### src/rtl/enc_pkg.sv
// Shared widths and types for the registered 8-to-3 priority encoder.
package enc_pkg;
    localparam int DIN_W = 8;
    localparam int Y_W   = $clog2(DIN_W);

    typedef logic [DIN_W-1:0] din_t;
    typedef logic [Y_W-1:0]   idx_t;
endpackage

### src/rtl/enc8to3_sync_if.sv
// Request vector in, registered index/flags out; master drives requests, slave is the encoder.
interface enc8to3_sync_if;
    enc_pkg::din_t Din;
    logic          EN;
    enc_pkg::idx_t Y;
    logic          valid;
    logic          multi;

    modport master (
        output Din,
        output EN,
        input  Y,
        input  valid,
        input  multi
    );

    modport slave (
        input  Din,
        input  EN,
        output Y,
        output valid,
        output multi
    );
endinterface

### src/rtl/enc8to3_core.sv
// Combinational priority encoder: index of the highest set bit plus any/several-bits flags.
module enc8to3_core
    import enc_pkg::*;
(
    input  din_t Din,
    input  logic EN,
    output idx_t y_nxt,
    output logic valid_nxt,
    output logic multi_nxt
);

    logic any_set;
    logic several_set;

    assign any_set = |Din;
    // Clearing the lowest set bit leaves something only when two or more bits were set.
    assign several_set = |(Din & din_t'(Din - din_t'(1)));

    // Ascending scan so the highest set bit is the last to write the index.
    always_comb begin
        y_nxt = '0;
        if (EN) begin
            for (int i = 0; i < DIN_W; i++) begin
                if (Din[i]) begin
                    y_nxt = idx_t'(i);
                end
            end
        end
    end

    assign valid_nxt = EN & any_set;
    assign multi_nxt = EN & several_set;

endmodule

### src/rtl/enc8to3_sync.sv
// Registered 8-to-3 priority encoder: one-cycle latency, synchronous active-high reset.
module enc8to3_sync
    import enc_pkg::*;
#(
    parameter int DIN_W = 8
) (
    input  logic                 clk,
    input  logic                 rst,
    enc8to3_sync_if.slave        bus
);

    generate
        if (DIN_W != 8) begin : g_bad_width
            $error("enc8to3_sync supports only DIN_W = 8");
        end
    endgenerate

    idx_t y_nxt;
    logic valid_nxt;
    logic multi_nxt;

    enc8to3_core u_core (
        .Din       (bus.Din),
        .EN        (bus.EN),
        .y_nxt     (y_nxt),
        .valid_nxt (valid_nxt),
        .multi_nxt (multi_nxt)
    );

    always_ff @(posedge clk) begin
        if (rst) begin
            bus.Y     <= '0;
            bus.valid <= 1'b0;
            bus.multi <= 1'b0;
        end else begin
            bus.Y     <= y_nxt;
            bus.valid <= valid_nxt;
            bus.multi <= multi_nxt;
        end
    end

endmodule

### src/flat_wrapper.sv
// flat-port wrapper written by rule: the top's interface ports become plain ports
module enc8to3_sync_flat import enc_pkg::*;
#(
    parameter int DIN_W = 8
)
  (clk, rst, bus_Din, bus_EN, bus_Y, bus_valid, bus_multi);
  enc8to3_sync_if bus_i ();
  input  logic clk;
  input  logic rst;
  input wire logic [$bits(bus_i.Din)-1:0] bus_Din;
  input wire logic [$bits(bus_i.EN)-1:0] bus_EN;
  output wire logic [$bits(bus_i.Y)-1:0] bus_Y;
  output wire logic [$bits(bus_i.valid)-1:0] bus_valid;
  output wire logic [$bits(bus_i.multi)-1:0] bus_multi;
  assign bus_i.Din = bus_Din;
  assign bus_i.EN = bus_EN;
  assign bus_Y = bus_i.Y;
  assign bus_valid = bus_i.valid;
  assign bus_multi = bus_i.multi;
  enc8to3_sync #(.DIN_W(DIN_W)) u_core (.clk(clk), .rst(rst), .bus(bus_i));
endmodule
### config.mk
export PLATFORM = sky130hd
export DESIGN_NAME = enc8to3_sync_flat
export DESIGN_NICKNAME = d
export VERILOG_FILES = /design/src/rtl/enc_pkg.sv /design/src/rtl/enc8to3_sync_if.sv /design/src/rtl/enc8to3_core.sv /design/src/rtl/enc8to3_sync.sv /design/src/flat_wrapper.sv
export SDC_FILE = /design/constraint.sdc
export NUM_CORES = 1
export LEC_CHECK = 0
export ABC_CLOCK_PERIOD_IN_PS = 1380
export CORE_AREA = 2 2 39 41
export CTS_CLUSTER_SIZE = 20
export DETAILED_ROUTE_END_ITERATION = 6
export DIE_AREA = 0 0 41 43
export PLACE_DENSITY_LB_ADDON = 0.3
export SYNTH_ARGS = -nofsm -noshare
export SYNTH_HDL_FRONTEND = slang
export SYNTH_SLANG_ARGS = --single-unit
### constraint.sdc
create_clock -name clk -period 1.38 [get_ports clk]
set_input_delay 0.276 -clock clk [delete_from_list [all_inputs] [get_ports clk]]
set_output_delay 0.276 -clock clk [all_outputs]
set_load 0.01 [all_outputs]
After elaboration in Yosys (flattened, before gate mapping)
Index checks and enable logic that the tools add are counted.
{"block": "word_totals", "regBits": 5, "wordCells": 18}
{"block": "op_classes", "reduce_logical": 3, "muxes": 7, "add_sub_neg": 1, "bitwise": 4}
{"operator": "3-bit two-way mux", "n": 6}
{"operator": "8-bit OR reduction", "n": 2}
{"operator": "8-bit AND", "n": 1}
{"operator": "8-bit by 1-bit subtractor with 8-bit output (second input constant)", "n": 1}
{"operator": "1-bit AND", "n": 2}
{"operator": "2-bit OR reduction", "n": 1}
{"operator": "1-bit two-way mux", "n": 1}
{"operator": "1-bit NOT", "n": 1}

Depth between registers and ports, before layout
{"block": "depth", "word_depth": 7, "depth_mapped": 4}

Modules after synthesis
Synthesis repeated with hierarchy kept, for this count alone.
{"block": "hier_totals", "cells_unflattened": 31, "hier_area_um2": 269.0}
{"module": "enc8to3_core", "cells_each": 21, "area_per_inst_um2": 137.6, "n_inst": 1, "seq_area_each_um2": 0.0}
{"module": "enc8to3_sync", "cells_each": 10, "area_per_inst_um2": 131.4, "n_inst": 1, "seq_area_each_um2": 100.1}

Worst setup path before layout
OpenSTA, ideal clock, no wires.
{"block": "synth_path", "kind": "input to register", "from": "input bus_Din[3]", "to": "register u_core.bus.multi", "arrival_ps": 1052, "path_slack_ps": 201, "path_stages": 3, "n_path_buf": 0, "setup_time_ps": 127, "cell_sequence": "nor4_2 a211oi_1 or3_1"}
{"block": "synth_between", "elab_chain_len": 4}
{"item": "start, declared", "line": "flat_wrapper.sv:10", "rtl": "input wire logic [$bits(bus_i.Din)-1:0] bus_Din;"}
{"item": "8-bit by 1-bit subtractor with 8-bit output", "line": "enc8to3_core.sv:17", "rtl": "assign several_set = |(Din & din_t'(Din - din_t'(1)));"}
{"item": "8-bit AND *", "line": "enc8to3_core.sv:17"}
{"item": "8-bit OR reduction *", "line": "enc8to3_core.sv:17"}
{"item": "1-bit AND *", "line": "enc8to3_core.sv:32", "rtl": "assign multi_nxt = EN & several_set;"}
{"item": "end signal, assigned", "line": "enc8to3_sync.sv:38", "rtl": "bus.multi <= multi_nxt;"}
{"item": "end, declared", "line": "enc8to3_sync_if.sv:22", "rtl": "output multi"}
Mark *: on every way between the ends. The rest lies on a longest branch, timed or not.
A chain may end at the register's enable or synchronous reset.

Worst setup path in the final report
{"block": "layout_path", "from": "input bus_Din[4]", "to": "register u_core.bus.multi"}
The elaborated chain is that of the path after synthesis.

==> results <==
-- worst min-delay path: cells and delay by family --
| kind | cells | cell delay (ns) |
|---|---|---|
| buffers and inverters | 2 | 0.28 |
| AND/OR/NAND/NOR | 1 | 0.06 |
| AO/OA/AOI/OAI | 1 | 0.16 |
-- layer usage --
metal / up-vias / track usage, % / part of all wire, %
met3: 0 / 3.14 / 9.4
met2: 14 / 13.8 / 47
met4: 0 / 8.67 / 0
met5: - / 0 / 0
met1: 137 / 12.6 / 43
li1: 166 / - / -
-- state kept, by name, summed over array words and instances, names as in the netlist --
register          cells
u_core.bus.Y          3
u_core.bus.multi      1
u_core.bus.valid      1
-- cell usage in the layout, fill, tap and decap left out, types with 2 or more instances in the layout --
cell type	count
clkdlybuf4s50_1	9
buf_4	8
a21oi_1	6
dfxtp_1	5
nor2_1	4
dlymetal6s2s_1	4
clkbuf_4	3
o21ai_0	2
inv_1	2
nor3_1	2
dlygate4sd2_1	2
-- worst paths after layout --
check	end	depth (start not counted)	start
worst max-delay path	u_core.bus.multi$_SDFF_PP0_	4	bus_Din[4]
worst min-delay path	u_core.bus.valid$_SDFF_PP0_	4	bus_Din[0]
-- metrics by stage --
| stage | area [um^2] | power, W |
|---|---|---|
| after global placement | 467 | 0.000266 |
| after CTS | 507 | 0.000435 |
| after floorplan | 244 | 0.000189 |
| final | 522 | 0.000428 |
| after global routing | 522 | 0.000463 |
| after detailed placement | 467 | 0.000266 |
-- where the power goes --
| group | internal [W] | switching, W |
|---|---|---|
| clock | 0.000109 | 0.0000531 |
| combinational | 0.0000651 | 0.0000441 |
| sequential | 0.000155 | 0.00000171 |
| total | 0.000329 | 0.0000990 |
-- timing repair --
item                       4_1_cts  5_1_grt
pin swaps                        1        1
gates resized for setup          3        5
setup buffers                    1        0
setup endpoints to repair        1        3
-- cell type report --
class	count	area, um^2	area share, %
Multi-Input combinational cell	23	150	28.8
Inverter	2	7.51	1.44
Tap cell	16	20.0	3.84
Timing Repair Buffer	23	218	41.7
Clock buffer	4	26.3	5.04
Sequential cell	5	100	19.2
-- cells by family (layout without fill, tap and decap cells) --
family | count (synthesis) | in the layout | share of synthesized area (%)
buffers and inverters | 2 | 29 | 3.08
and+or+nand+nor | 10 | 10 | 24.1
AOI/OAI and AO/OA | 13 | 13 | 31.8
DFF | 5 | 5 | 41.0
==> impl_metrics.toml <==
[timing]
min_period_ns = 1.35
max_slew_margin_pct = 82.8
worst_slack_ns = 0.0266
setup_violations = 0
worst_pin_slew_ns = 0.256
post-route-period-util_pct = 98.1
hold_violations = 0
slew_violations = 0
hold_slack_ns = 0.583
tns_ns = 0
fmax_mhz = 739

[placement]
io_buffers = 15
placedCellCount = 68
pre_cts_ws_ns = -0.333
dp_hpwl_um = 491
place.gp.congestion = 0.768

[yosys]
syn-instance-count = 30
ys_async_sr_fraction_pct = 0
post-synth-top-area-cell = "dfxtp_1"
yosysMostFrequentCell = "a21oi_1"
syn_nets = 41
yosysWarnings = 0
synth_area_um2 = 244
ys_seq_area_share_pct = 41.0
netlist_top_cells_area = "dfxtp_1 (41%), a21oi_1 (12%), nor2_1 (6.2%)"
yosys.area.top_type_share_pct = 41.0
synthFlopType = "dfxtp_1"
synth_edf_count = 0
ys_ff_latch = 5
yosys-top-cells-count = "a21oi_1 (6), dfxtp_1 (5), nor2_1 (4)"
synth.distinct_cells = 15
syn_area_per_cell_um2 = 8.13

[global_routing]
grt_antenna_before_repair = 0
grt_max_degree = 6
grt_pass1_wl_um = 1220
grt.total_usage_pct = 10.3
grt_pass1_vias = 318
grt-ovfl-total = 0

[layout]
synthToLayoutAreaGrowth_pct = 114
layout-drive-gt1-share_pct = 24.6
layoutNonFillerInstCount = 73
nFillCells = 152
utilization_pct = 37.7
antenna_cells = 0
fin_nets = 69

[clock_network]
hold_buffers = 0
cts_buffers = 3
cts_tree = "built"
cts_buffer_depth = 2
htreeDepth = 1
clock-sinks = 5
cts.clk_slew.worst_paths_ns = 0.04
root_buffer = "clkbuf_4"

[power_and_ir_drop]
vdd_drop_max_mv = 0.225
p_leak_nw = 0.259
power.density_nw_per_um2 = 820

[critical_path]
critPathLaunchType = "input port"
critPathCaptureType = "flop"
crit_type = "input port to flop"
crit_path_max_fanout = 3
cp_cell_sequence = "clkdlybuf4s50_1, o31ai_2, a221oi_1, or3_1"
path_buf_inv = 1
arrival_ns = 1.46
slowest_delay_ns = 0.45
crit_slowest_cell = "clkdlybuf4s50_1"
critical_path_required_ns = 1.49
crit_family = "buffers and inverters"

[floorplanning]
die_w_um = 41
ios = 16
dieHeight_um = 43
fp.coreArea_um2 = 1380
rows = 14
start_util_pct = 17.6
die-area_um2 = 1760

[detailed_routing]
dr.first_iter.drc_count = 3
routed_wl_um = 661
dr.pass1.iters = 4
num_vias = 317
wl_per_cell_um = 9.05
remaining_drc_errors = 0
postRouteAntennaNets = 0
vias_per_cell = 4.34

[status]
status = "complete, no violations"

[flow_run]
drv_cap = 0

[min_path]
hold_class = "input port to flop"
(Power assumes the default switching activity.)
==> variant: new RTL, same settings <==
Reset style: asynchronous (`rst`), changed in one clocked block. Comments in the files are not updated.
--- a/src/rtl/enc8to3_sync.sv
+++ b/src/rtl/enc8to3_sync.sv
@@ -28,5 +28,5 @@
     );
 
-    always_ff @(posedge clk) begin
+    always_ff @(posedge clk or posedge rst) begin
         if (rst) begin
             bus.Y     <= '0;
Formal check against the unedited RTL: differs if rst is asserted again (counterexample within 4 cycles, from zero or initial values and one cycle with rst high); with rst held inactive, the same outputs for 10 cycles.
==> variant against the unedited design <==
- synthesized area is 11% higher
- wire length is 6.7% lower
- total power is 2.8% lower
- global-route usage is 2.3 points lower
- core utilization is 0.45 points higher
- sequential share of layout area is 4.5 points higher
- design area is 1.2% higher
- largest cell class unchanged
- critical path type unchanged
- sequential cell count stayed put
- setup slack better by 0.030 ns
==> variant: results (changes against the unedited design) <==
• **outcome** completed, unchanged
• **final wirelength** 617 um, was 661 um
• **share of async-settable or async-resettable flops after synthesis** 1.000, was 0
• **via count of the first global-routing pass** 283, was 318
• **P&R area growth vs syn** 94.47%, was 113.8%
• **per-cell routed wire length** 8.942 um, was 9.055 um
• **sequential fraction of design power** 0.379, was 0.366
• **maximum vdd drop** 0.2105 mV, was 0.2253 mV
• **power per standard cell area** 786.9 nW/um^2, was 819.6 nW/um^2
• **top cells by count, synth** sky130_fd_sc_hd__dfrtp_1, sky130_fd_sc_hd__a21oi_1, sky130_fd_sc_hd__a21boi_0, sky130_fd_sc_hd__nor2_1, was sky130_fd_sc_hd__a21oi_1, sky130_fd_sc_hd__dfxtp_1, sky130_fd_sc_hd__nor2_1
• **worst setup path start** bus_Din[3], was bus_Din[4]
• **Tot GR Track Use** 0.07932, was 0.1025
• **CP endpoint** u_core.bus.multi, unchanged
• **path type of the worst min-delay path** in2async, was in2reg
• **post-synthesis compound-gate area fraction** 0.3318, was 0.3179
• **max_slew headroom** 0.8674, was 0.8283
• **clock-pin slew on the worst setup and hold paths** 0.04 ns, about the same
• **switching power** 0.00009299 W, was 0.00009898 W
• **worst slack, placed** -0.4212 ns, was -0.3331 ns
• **leakage power** 0.2837 nW, was 0.2585 nW
• **crit path max-delay cell type** sky130_fd_sc_hd__or4_4, was sky130_fd_sc_hd__clkdlybuf4s50_1
• **fin crit share** 0.9589, was 0.9807
• **nets in the synthesized netlist** 39, was 41
• **Fillers** 145, was 152
• **post-placement cell count** 64, was 68
• **largest incremental delay on the critical path** 0.54 ns, was 0.45 ns
• **largest driver fanout on the critical path** 2, was 3
• **cell types with the largest area share after synthesis** sky130_fd_sc_hd__dfrtp_1, sky130_fd_sc_hd__a21boi_0, sky130_fd_sc_hd__a211o_2, sky130_fd_sc_hd__a21oi_1, sky130_fd_sc_hd__o21a_1, was sky130_fd_sc_hd__dfxtp_1, sky130_fd_sc_hd__a21oi_1, sky130_fd_sc_hd__nor2_1, sky130_fd_sc_hd__nor4_2, sky130_fd_sc_hd__nor3_1
• **start-to-end type of the worst setup path** in2reg, unchanged
• **Largest delay share family, worst path** simple AND/OR/NAND/NOR gates, was buffers and inverters
• **post-cts repair resize count** 6, was 3
• **total placed instance area** 479.2 sq um, was 466.7 sq um
• **sequential share of the synthesized area** 0.4608, was 0.4103
• **RD Place Congestion** 0.6735, was 0.7681
• **overall via count from detail_route** 292, was 317
• **share of layout cells above drive strength 1** 0.2642, was 0.2456
• **number of distinct standard cells referenced by the synthesized netlist** 13, was 15
• **global-route wire length before repair** 945 um, was 1.221 mm
• **clock network power share** 0.390, was 0.379
• **final net count** 65, was 69
• **Post-Synthesis Mean Instance Area** 9.697 sq um, was 8.133 sq um
• **Hold Worst Slack** 0.2407 ns, was 0.5826 ns
• **sum of net half-perimeters after detailed placement** 502.4 um, was 490.8 um
## variant: routing by layer
metal / global-route usage / share of wire / vias up / routed length, um
li1: - / - / 151 / -
met1: 0.08039 / 0.40 / 125 / 245
met2: 0.1313 / 0.48 / 16 / 296
met3: 0.01571 / 0.12 / 0 / 75
met4: 0.06000 / 0 / 0 / 0
met5: 0 / 0 / - / 0
## variant: worst min path at each step
stage	start	endpoint	depth (start not counted)
after floorplan	rst	u_core.bus.Y[0]	1
after detailed placement	rst	u_core.bus.valid	2
after global placement	rst	u_core.bus.Y[2]	2
final	rst	u_core.bus.Y[0]	2
after CTS	rst	u_core.bus.valid	2
after global routing	rst	u_core.bus.Y[0]	2
## variant: final cells by class
cell class / instances / share of cell area
clock buffer: 4 / 0.04976
inverter: 2 / 0.01422
multi-input combinational: 21 / 0.2749
sequential: 5 / 0.2370
tap: 16 / 0.03791
timing repair buffer: 21 / 0.3863
